**config.mk**
```make
export PLATFORM = sky130hd
export DESIGN_NAME = icache_ctrl_flat
export DESIGN_NICKNAME = d
export VERILOG_FILES = /design/src/rtl/icache_pkg.sv /design/src/rtl/icache_if.sv /design/src/rtl/icache_refill_buf.sv /design/src/rtl/icache_ctrl.sv /design/src/flat_wrapper.sv
export SDC_FILE = /design/constraint.sdc
export NUM_CORES = 1
export LEC_CHECK = 0
export CORE_AREA = 2 2 174 176
export DETAILED_ROUTE_END_ITERATION = 10
export DIE_AREA = 0 0 176 178
export PLACE_DENSITY_LB_ADDON = 0.12
export SLEW_MARGIN = 15
export SYNTH_ARGS = -nofsm -noshare
export SYNTH_HDL_FRONTEND = slang
export SYNTH_SLANG_ARGS = --single-unit
```
**constraint.sdc**
```tcl
create_clock -name clk -period 3.2 [get_ports clk]
set_input_delay 0.32 -clock clk [delete_from_list [all_inputs] [get_ports clk]]
set_output_delay 0.32 -clock clk [all_outputs]
set_load 0.005 [all_outputs]
```
**src/rtl/icache_pkg.sv**
```systemverilog
// icache_pkg: shared widths, entry layout, FSM states and address helpers
// for the direct-mapped instruction-cache controller.
package icache_pkg;

  localparam int ADDR_W     = 32;
  localparam int INDEX_W    = 8;
  localparam int OFFSET_W   = 4;
  localparam int TAG_W      = ADDR_W - INDEX_W - OFFSET_W;
  localparam int LINE_WORDS = 4;
  localparam int WORD_W     = 32;
  localparam int LINE_W     = 128;
  localparam int ENTRY_W    = 149;
  localparam int VALID_BIT  = 148;
  localparam int TAG_MSB    = 147;
  localparam int TAG_LSB    = 128;

  typedef enum logic [2:0] {
    IDLE,
    LOOKUP,
    MISS_REQ,
    REFILL,
    WRITE,
    FLUSH
  } state_t;

  function automatic logic [TAG_W-1:0] addr_tag(
    input logic [ADDR_W-1:0] a
  );
    return a[ADDR_W-1 -: TAG_W];
  endfunction

  function automatic logic [INDEX_W-1:0] addr_idx(
    input logic [ADDR_W-1:0] a
  );
    return a[OFFSET_W +: INDEX_W];
  endfunction

  function automatic logic [1:0] addr_word(
    input logic [ADDR_W-1:0] a
  );
    return a[3:2];
  endfunction

  function automatic logic [WORD_W-1:0] line_word(
    input logic [LINE_W-1:0] line,
    input logic [1:0]        w
  );
    return line[{w, 5'b0} +: WORD_W];
  endfunction

endpackage

```
**src/rtl/icache_if.sv**
```systemverilog
// icache_if: CPU fetch, memory line-read and BRAM port bundle.
// master = cache controller view, slave = CPU/memory/BRAM view.
interface icache_if;
  import icache_pkg::*;

  logic                 cpu_req_valid;
  logic                 cpu_req_ready;
  logic [ADDR_W-1:0]    cpu_req_addr;
  logic                 cpu_resp_valid;
  logic [WORD_W-1:0]    cpu_resp_data;

  logic                 mem_rd_req_valid;
  logic                 mem_rd_req_ready;
  logic [ADDR_W-1:0]    mem_rd_addr;
  logic                 mem_rd_resp_valid;
  logic [WORD_W-1:0]    mem_rd_resp_data;
  logic                 mem_rd_resp_last;

  logic                 bram_ena;
  logic                 bram_wea;
  logic [INDEX_W-1:0]   bram_addra;
  logic [ENTRY_W-1:0]   bram_dina;
  logic [ENTRY_W-1:0]   bram_douta;

  modport master (
    input  cpu_req_valid, cpu_req_addr,
    output cpu_req_ready, cpu_resp_valid, cpu_resp_data,
    output mem_rd_req_valid, mem_rd_addr,
    input  mem_rd_req_ready, mem_rd_resp_valid,
    input  mem_rd_resp_data, mem_rd_resp_last,
    output bram_ena, bram_wea, bram_addra, bram_dina,
    input  bram_douta
  );

  modport slave (
    output cpu_req_valid, cpu_req_addr,
    input  cpu_req_ready, cpu_resp_valid, cpu_resp_data,
    input  mem_rd_req_valid, mem_rd_addr,
    output mem_rd_req_ready, mem_rd_resp_valid,
    output mem_rd_resp_data, mem_rd_resp_last,
    input  bram_ena, bram_wea, bram_addra, bram_dina,
    output bram_douta
  );

endinterface

```
**src/rtl/icache_refill_buf.sv**
```systemverilog
// icache_refill_buf: 2-bit beat counter + 128-bit line assembler.
// Ports: clk, rst, beat_i/data_i/last_i in, sel_i word select, line_o/word_o/done_o out.
module icache_refill_buf
  import icache_pkg::*;
(
  input  logic              clk,
  input  logic              rst,
  input  logic              beat_i,
  input  logic [WORD_W-1:0] data_i,
  input  logic              last_i,
  input  logic [1:0]        sel_i,
  output logic [LINE_W-1:0] line_o,
  output logic [WORD_W-1:0] word_o,
  output logic              done_o
);

  logic [1:0]        cnt_q, cnt_d;
  logic [LINE_W-1:0] line_q, line_d;

  always_comb begin
    cnt_d  = cnt_q;
    line_d = line_q;
    if (beat_i) begin
      line_d[{cnt_q, 5'b0} +: WORD_W] = data_i;
      cnt_d = cnt_q + 2'd1;
    end
  end

  always_ff @(posedge clk) begin
    if (rst) begin
      cnt_q  <= '0;
      line_q <= '0;
    end else begin
      cnt_q  <= cnt_d;
      line_q <= line_d;
    end
  end

  assign line_o = line_q;
  assign word_o = line_word(line_q, sel_i);
  assign done_o = beat_i && (cnt_q == 2'd3);

  // last is informational only: it must mark exactly the fourth beat
  a_last: assert property (
    @(posedge clk) disable iff (rst)
    beat_i |-> (last_i == (cnt_q == 2'd3))
  );

endmodule

```
**src/rtl/icache_ctrl.sv**
```systemverilog
// icache_ctrl: direct-mapped I-cache controller driving a single-port BRAM.
// Ports: clk, rst (sync, high), flush, bus (icache_if.master); ICACHE_RESET_CLEAR_EN sweeps sets after reset.
module icache_ctrl
  import icache_pkg::*;
(
  input  logic clk,
  input  logic rst,
  input  logic flush,
  icache_if.master bus
);

  state_t             state_q;
  logic [TAG_W-1:0]   tag_q;
  logic [INDEX_W-1:0] idx_q;
  logic [1:0]         word_q;
  logic [INDEX_W-1:0] fidx_q;

  logic              hit;
  logic              beat;
  logic              done;
  logic [LINE_W-1:0] buf_line;
  logic [WORD_W-1:0] buf_word;

  assign hit  = bus.bram_douta[VALID_BIT] &&
                (bus.bram_douta[TAG_MSB:TAG_LSB] == tag_q);
  assign beat = !rst && (state_q == REFILL) && bus.mem_rd_resp_valid;

  icache_refill_buf u_rbuf (
    .clk    (clk),
    .rst    (rst),
    .beat_i (beat),
    .data_i (bus.mem_rd_resp_data),
    .last_i (bus.mem_rd_resp_last),
    .sel_i  (word_q),
    .line_o (buf_line),
    .word_o (buf_word),
    .done_o (done)
  );

  always_ff @(posedge clk) begin
    if (rst) begin
`ifdef ICACHE_RESET_CLEAR_EN
      state_q <= FLUSH;
`else
      state_q <= IDLE;
`endif
      tag_q  <= '0;
      idx_q  <= '0;
      word_q <= '0;
      fidx_q <= '0;
    end else begin
      unique case (state_q)
        IDLE: begin
          if (flush) begin
            fidx_q  <= '0;
            state_q <= FLUSH;
          end else if (bus.cpu_req_valid) begin
            tag_q   <= addr_tag(bus.cpu_req_addr);
            idx_q   <= addr_idx(bus.cpu_req_addr);
            word_q  <= addr_word(bus.cpu_req_addr);
            state_q <= LOOKUP;
          end
        end
        LOOKUP:   state_q <= hit ? IDLE : MISS_REQ;
        MISS_REQ: if (bus.mem_rd_req_ready) state_q <= REFILL;
        REFILL:   if (done) state_q <= WRITE;
        WRITE:    state_q <= IDLE;
        FLUSH: begin
          fidx_q <= fidx_q + 8'd1;
          if (fidx_q == 8'hFF) state_q <= IDLE;
        end
        default:  state_q <= IDLE;
      endcase
    end
  end

  always_comb begin
    bus.cpu_req_ready    = 1'b0;
    bus.cpu_resp_valid   = 1'b0;
    bus.cpu_resp_data    = '0;
    bus.mem_rd_req_valid = 1'b0;
    bus.mem_rd_addr      = '0;
    bus.bram_ena         = 1'b0;
    bus.bram_wea         = 1'b0;
    bus.bram_addra       = '0;
    bus.bram_dina        = '0;
    if (!rst) begin
      unique case (state_q)
        IDLE: begin
          bus.cpu_req_ready = 1'b1;
          // read issued in the accept cycle so douta is ready in LOOKUP
          if (!flush && bus.cpu_req_valid) begin
            bus.bram_ena   = 1'b1;
            bus.bram_addra = addr_idx(bus.cpu_req_addr);
          end
        end
        LOOKUP: begin
          if (hit) begin
            bus.cpu_resp_valid = 1'b1;
            bus.cpu_resp_data  =
              line_word(bus.bram_douta[LINE_W-1:0], word_q);
          end
        end
        MISS_REQ: begin
          bus.mem_rd_req_valid = 1'b1;
          bus.mem_rd_addr      = {tag_q, idx_q, 4'b0};
        end
        WRITE: begin
          bus.bram_ena       = 1'b1;
          bus.bram_wea       = 1'b1;
          bus.bram_addra     = idx_q;
          bus.bram_dina      = {1'b1, tag_q, buf_line};
          bus.cpu_resp_valid = 1'b1;
          bus.cpu_resp_data  = buf_word;
        end
        FLUSH: begin
          bus.bram_ena   = 1'b1;
          bus.bram_wea   = 1'b1;
          bus.bram_addra = fidx_q;
        end
        default: ;
      endcase
    end
  end

endmodule

```
**src/flat_wrapper.sv**
```systemverilog
// flat-port wrapper written by rule: the top's interface ports become plain ports
module icache_ctrl_flat import icache_pkg::*;
  (clk, rst, flush, bus_cpu_req_valid, bus_cpu_req_addr, bus_cpu_req_ready, bus_cpu_resp_valid, bus_cpu_resp_data, bus_mem_rd_req_valid, bus_mem_rd_addr, bus_mem_rd_req_ready, bus_mem_rd_resp_valid, bus_mem_rd_resp_data, bus_mem_rd_resp_last, bus_bram_ena, bus_bram_wea, bus_bram_addra, bus_bram_dina, bus_bram_douta);
  icache_if bus_i ();
  input  logic clk;
  input  logic rst;
  input  logic flush;
  input wire logic [$bits(bus_i.cpu_req_valid)-1:0] bus_cpu_req_valid;
  input wire logic [$bits(bus_i.cpu_req_addr)-1:0] bus_cpu_req_addr;
  output wire logic [$bits(bus_i.cpu_req_ready)-1:0] bus_cpu_req_ready;
  output wire logic [$bits(bus_i.cpu_resp_valid)-1:0] bus_cpu_resp_valid;
  output wire logic [$bits(bus_i.cpu_resp_data)-1:0] bus_cpu_resp_data;
  output wire logic [$bits(bus_i.mem_rd_req_valid)-1:0] bus_mem_rd_req_valid;
  output wire logic [$bits(bus_i.mem_rd_addr)-1:0] bus_mem_rd_addr;
  input wire logic [$bits(bus_i.mem_rd_req_ready)-1:0] bus_mem_rd_req_ready;
  input wire logic [$bits(bus_i.mem_rd_resp_valid)-1:0] bus_mem_rd_resp_valid;
  input wire logic [$bits(bus_i.mem_rd_resp_data)-1:0] bus_mem_rd_resp_data;
  input wire logic [$bits(bus_i.mem_rd_resp_last)-1:0] bus_mem_rd_resp_last;
  output wire logic [$bits(bus_i.bram_ena)-1:0] bus_bram_ena;
  output wire logic [$bits(bus_i.bram_wea)-1:0] bus_bram_wea;
  output wire logic [$bits(bus_i.bram_addra)-1:0] bus_bram_addra;
  output wire logic [$bits(bus_i.bram_dina)-1:0] bus_bram_dina;
  input wire logic [$bits(bus_i.bram_douta)-1:0] bus_bram_douta;
  assign bus_i.cpu_req_valid = bus_cpu_req_valid;
  assign bus_i.cpu_req_addr = bus_cpu_req_addr;
  assign bus_cpu_req_ready = bus_i.cpu_req_ready;
  assign bus_cpu_resp_valid = bus_i.cpu_resp_valid;
  assign bus_cpu_resp_data = bus_i.cpu_resp_data;
  assign bus_mem_rd_req_valid = bus_i.mem_rd_req_valid;
  assign bus_mem_rd_addr = bus_i.mem_rd_addr;
  assign bus_i.mem_rd_req_ready = bus_mem_rd_req_ready;
  assign bus_i.mem_rd_resp_valid = bus_mem_rd_resp_valid;
  assign bus_i.mem_rd_resp_data = bus_mem_rd_resp_data;
  assign bus_i.mem_rd_resp_last = bus_mem_rd_resp_last;
  assign bus_bram_ena = bus_i.bram_ena;
  assign bus_bram_wea = bus_i.bram_wea;
  assign bus_bram_addra = bus_i.bram_addra;
  assign bus_bram_dina = bus_i.bram_dina;
  assign bus_i.bram_douta = bus_bram_douta;
  icache_ctrl u_core (.clk(clk), .rst(rst), .flush(flush), .bus(bus_i));
endmodule
```
==> metrics.md <==
| Metric | Value |
|---|---|
| Count leader, synth | nand2_1 |
| Total power per unit cell area | roughly 380 nW/um^2 |
| CTS Sinks | approximately 170 |
| Final setup viols | 0 |
| 1st-pass router iterations | 5 |
| Post-synth EDFFs | 0 |
| FF-to-FF setup slack | 0.76 ns |
| Async S/R FF share, synth | 0% |
| Pin count of the biggest net entering global routing | 102 |
| Clock period minus worst slack | ~3.1 ns |
| CTS Buffer Depth | 2 |
| Synth cell count leaders | nand2_1 (207), dfxtp_1 (171), a21oi_1 (162), and2_1 (153), nand3_1 (132) |
| Static Leak | about 0.0058 uW |
| FMAX | roughly 320 MHz |
| Int Pwr | 4046 uW |
| Relative slew slack | approximately a quarter |
| Max-Cap Viols | 0 |
| IO Count | about 450 |
| Horiz. Die Dim | 176 um |
| CP required | between 2 and 3 ns |
| CTS tree | done |
| DR vias/cell | about 5.3 |
| Endpoint type of the worst setup path | primary output |
| Initial drt markers | approximately 700 |
| RSZ-0062 raised after global routing | yes |
| Die area | between 30000 and 40000 sq um |
| Worst Path Class, Setup | reg -> out |
| Clock power frac | a little over a third |
| Wire per inst | a little over 20 um |
| RR Startpoint | u_core.u_rbuf.cnt_q[0] |
| Initial antenna violation count | 4 |
| WP data arrival | between 2 and 3 ns |
| Clock latency on the worst-skew pair | approximately 0.43 ns |
| Port Buffers | roughly 440 |
| Worst-Margin Slew | ~1.1 ns |
| Std cell rows | 63 |
| Netlist Area Pre-Place | between 9000 and 10000 sq um |
| Post-DP HPWL | around 28 mm |
| Yosys warning total | 0 |
| Synth top area share | approximately a third |
| Part of the Yosys area used for sequential elements | between 30% and 40% |
| Sequential power share | roughly two fifths |
| Final period utilization | between 90% and 100% |
| Synth Flop Type | dfxtp_1 |
| DIE HEIGHT | ~180 um |
| Sw frac | 31.73% |
| Initial Util | around a third |
| Worst hold path class | in -> reg |
| Grt total ovfl | 0 |
| Outcome | completed |
| Residual DRC | 0 |
| Sw power | 1881 uW |
| Slew Viols, Final | 0 |
| Comb pwr share | about a quarter |
| Pwr Total | 5927 uW |
| Core box area | 29400 sq um |
| Share of cells above drive strength 1 | 11.33% |
| Synth Area per Inst | around 8.3 sq um |
| CP startpoint | u_core.tag_q[6] |
| Reg clk slew, reported paths | 0.07 ns |
| Yosys top cell by area | dfxtp_1 |
| Critical Path Fanout Max | 14 |
| Post-CTS Hold Buffers | 0 |
| Cell count after synthesis | approximately 1200 |
| DR vias | roughly 11000 |
| Clk_skew | about 0.012 ns |
| Fin. Hold Viols | 0 |
| Root Buffer | clkbuf_16 |
| Synth Register Bits | 171 |
| Maximum VDD drop | about 0.00023 V |
| Tot GR Track Use | between 20% and 30% |
| Setup WS post-layout | about 0.10 ns |
| H-tree levels | 4 |
| Inserted Clock Buffers | 17 |
| Post-Route WL | 41.18 mm |
| Hold_sp | rst |
| Synth area leaders | dfxtp_1 (34%), mux4_2 (14%), and2_1 (9.6%) |
| Library cells used by synthesis | 46 |
| First-pass GRT wire length | 61.54 mm |
| Pre-CTS WS | -0.06745 ns |
| Area delta synth->final | 55.78% |
| Nets | roughly 1800 |
| Post-DRT Antenna Nets | 0 |
| GP Congestion | between 0.8 and 0.9 |
| Vias in the first global route | between 10000 and 15000 |
| Startpoint types | register |
routing by layer:
layer,part of all wire [%],track usage (%)
met5,0.024,0
met1,40,30.97
met4,1.9,6.543
met3,8.0,6.245
met2,50,45.14
final cells by class:
| cell class | count | area, sq um |
|---|---|---|
| multi-input cells | 901 | 6046 |
| repair buffers | 486 | 4965 |
| clock inverters | 13 | 132.6 |
| clock buffers | 19 | 442.9 |
| well taps | 390 | 488.0 |
| flip-flops and latches | 171 | 3441 |
| diodes | 2 | 5.005 |
| inverters | 8 | 30.03 |
| fillers | 2778 | 13850 |
metrics by stage:
stage	hold WS, ns	util [%]	instances	setup TNS (ns)	area (sq um)
after floorplan	0.4371	-	1200	0	9993
final	0.09576	52.89	1990	0	15550
after global routing	0.09201	52.87	1988	-0.009849	15540
after detailed placement	0.4542	50.16	1946	-1.373	14750
after global placement	0.4492	50.16	1946	0	14750
after CTS	0.08648	52.51	1983	-0.3839	15440
state kept, by name (all words and copies together) (netlist names):
register and flops:
u_core.fidx_q 8, u_core.idx_q 8, u_core.state_q 3, u_core.tag_q 20
u_core.u_rbuf.cnt_q 2, u_core.u_rbuf.line_o 128, u_core.word_q 2
kinds of logic (layout without fill, tap and decap cells):
| group | Yosys count | count (layout) | share of synthesized area, % |
|---|---|---|---|
| and+or+nand+nor | 588 | 588 | 29.94 |
| AOI/OAI and AO/OA | 215 | 215 | 12.37 |
| DFF | 171 | 171 | 34.29 |
| buffers and inverters | 128 | 526 | 5.841 |
| muxes | 73 | 73 | 15.44 |
| xor gates and xnor gates | 15 | 15 | 1.316 |
| adders and majority gates | 6 | 6 | 0.7520 |
| other | 1 | 6 | 0.03757 |
power by group through the flow:
stage	registers, uW	logic [uW]	clock network, uW
2_1_floorplan	2310	882	0
3_3_place_gp	2400	1500	0
3_5_place_dp	2400	1510	0
4_1_cts	2360	1520	2100
5_1_grt	2370	1630	2190
6_report	2360	1510	2060
worst max-delay path: stages, from the launching register on:
cell,delay (ns)
dfxtp_1,0.38
xor2_1,0.18
nor3_1,0.17
nand4_1,0.11
buf_4,0.17
nor4_4,0.28
buf_6,0.15
buf_12,0.11
buf_16,0.16
a22o_1,0.14
clkdlybuf4s50_1,0.49
final timing paths:
path	depth (start not counted)	endpoint
setup reg to reg	6	u_core.u_rbuf.line_o[99]
setup / recovery	10	bus_cpu_resp_data[7]
hold / removal	2	u_core.tag_q[17]
hold reg to reg	2	u_core.u_rbuf.line_o[38]
placed cells by master, fill, tap and decap left out, types with 9 or more instances in the layout:
cell type / Yosys / final
and3_1: 33 / 33
clkbuf_16: 0 / 17
nand3b_1: 13 / 13
xor2_1: 12 / 12
buf_12: 0 / 9
and2_1: 153 / 149
dlymetal6s2s_1: 0 / 17
nand3_1: 132 / 131
nor2_1: 20 / 20
a22o_1: 32 / 32
dfxtp_1: 171 / 163
nand2_1: 207 / 203
clkdlybuf4s50_1: 0 / 417
a21oi_1: 162 / 162
mux4_2: 64 / 64
buf_4: 17 / 34
what timing repair did:
action / 4_1_cts / 5_1_grt
endpoints found under the hold margin: 0 / 0
setup buffers: 3 / 5
gates cloned: 2 / 0
resized for setup: 12 / 23
setup endpoints to repair: 28 / 31
pin swaps: 4 / 3
No activity file was read; power rests on OpenSTA's default activity.
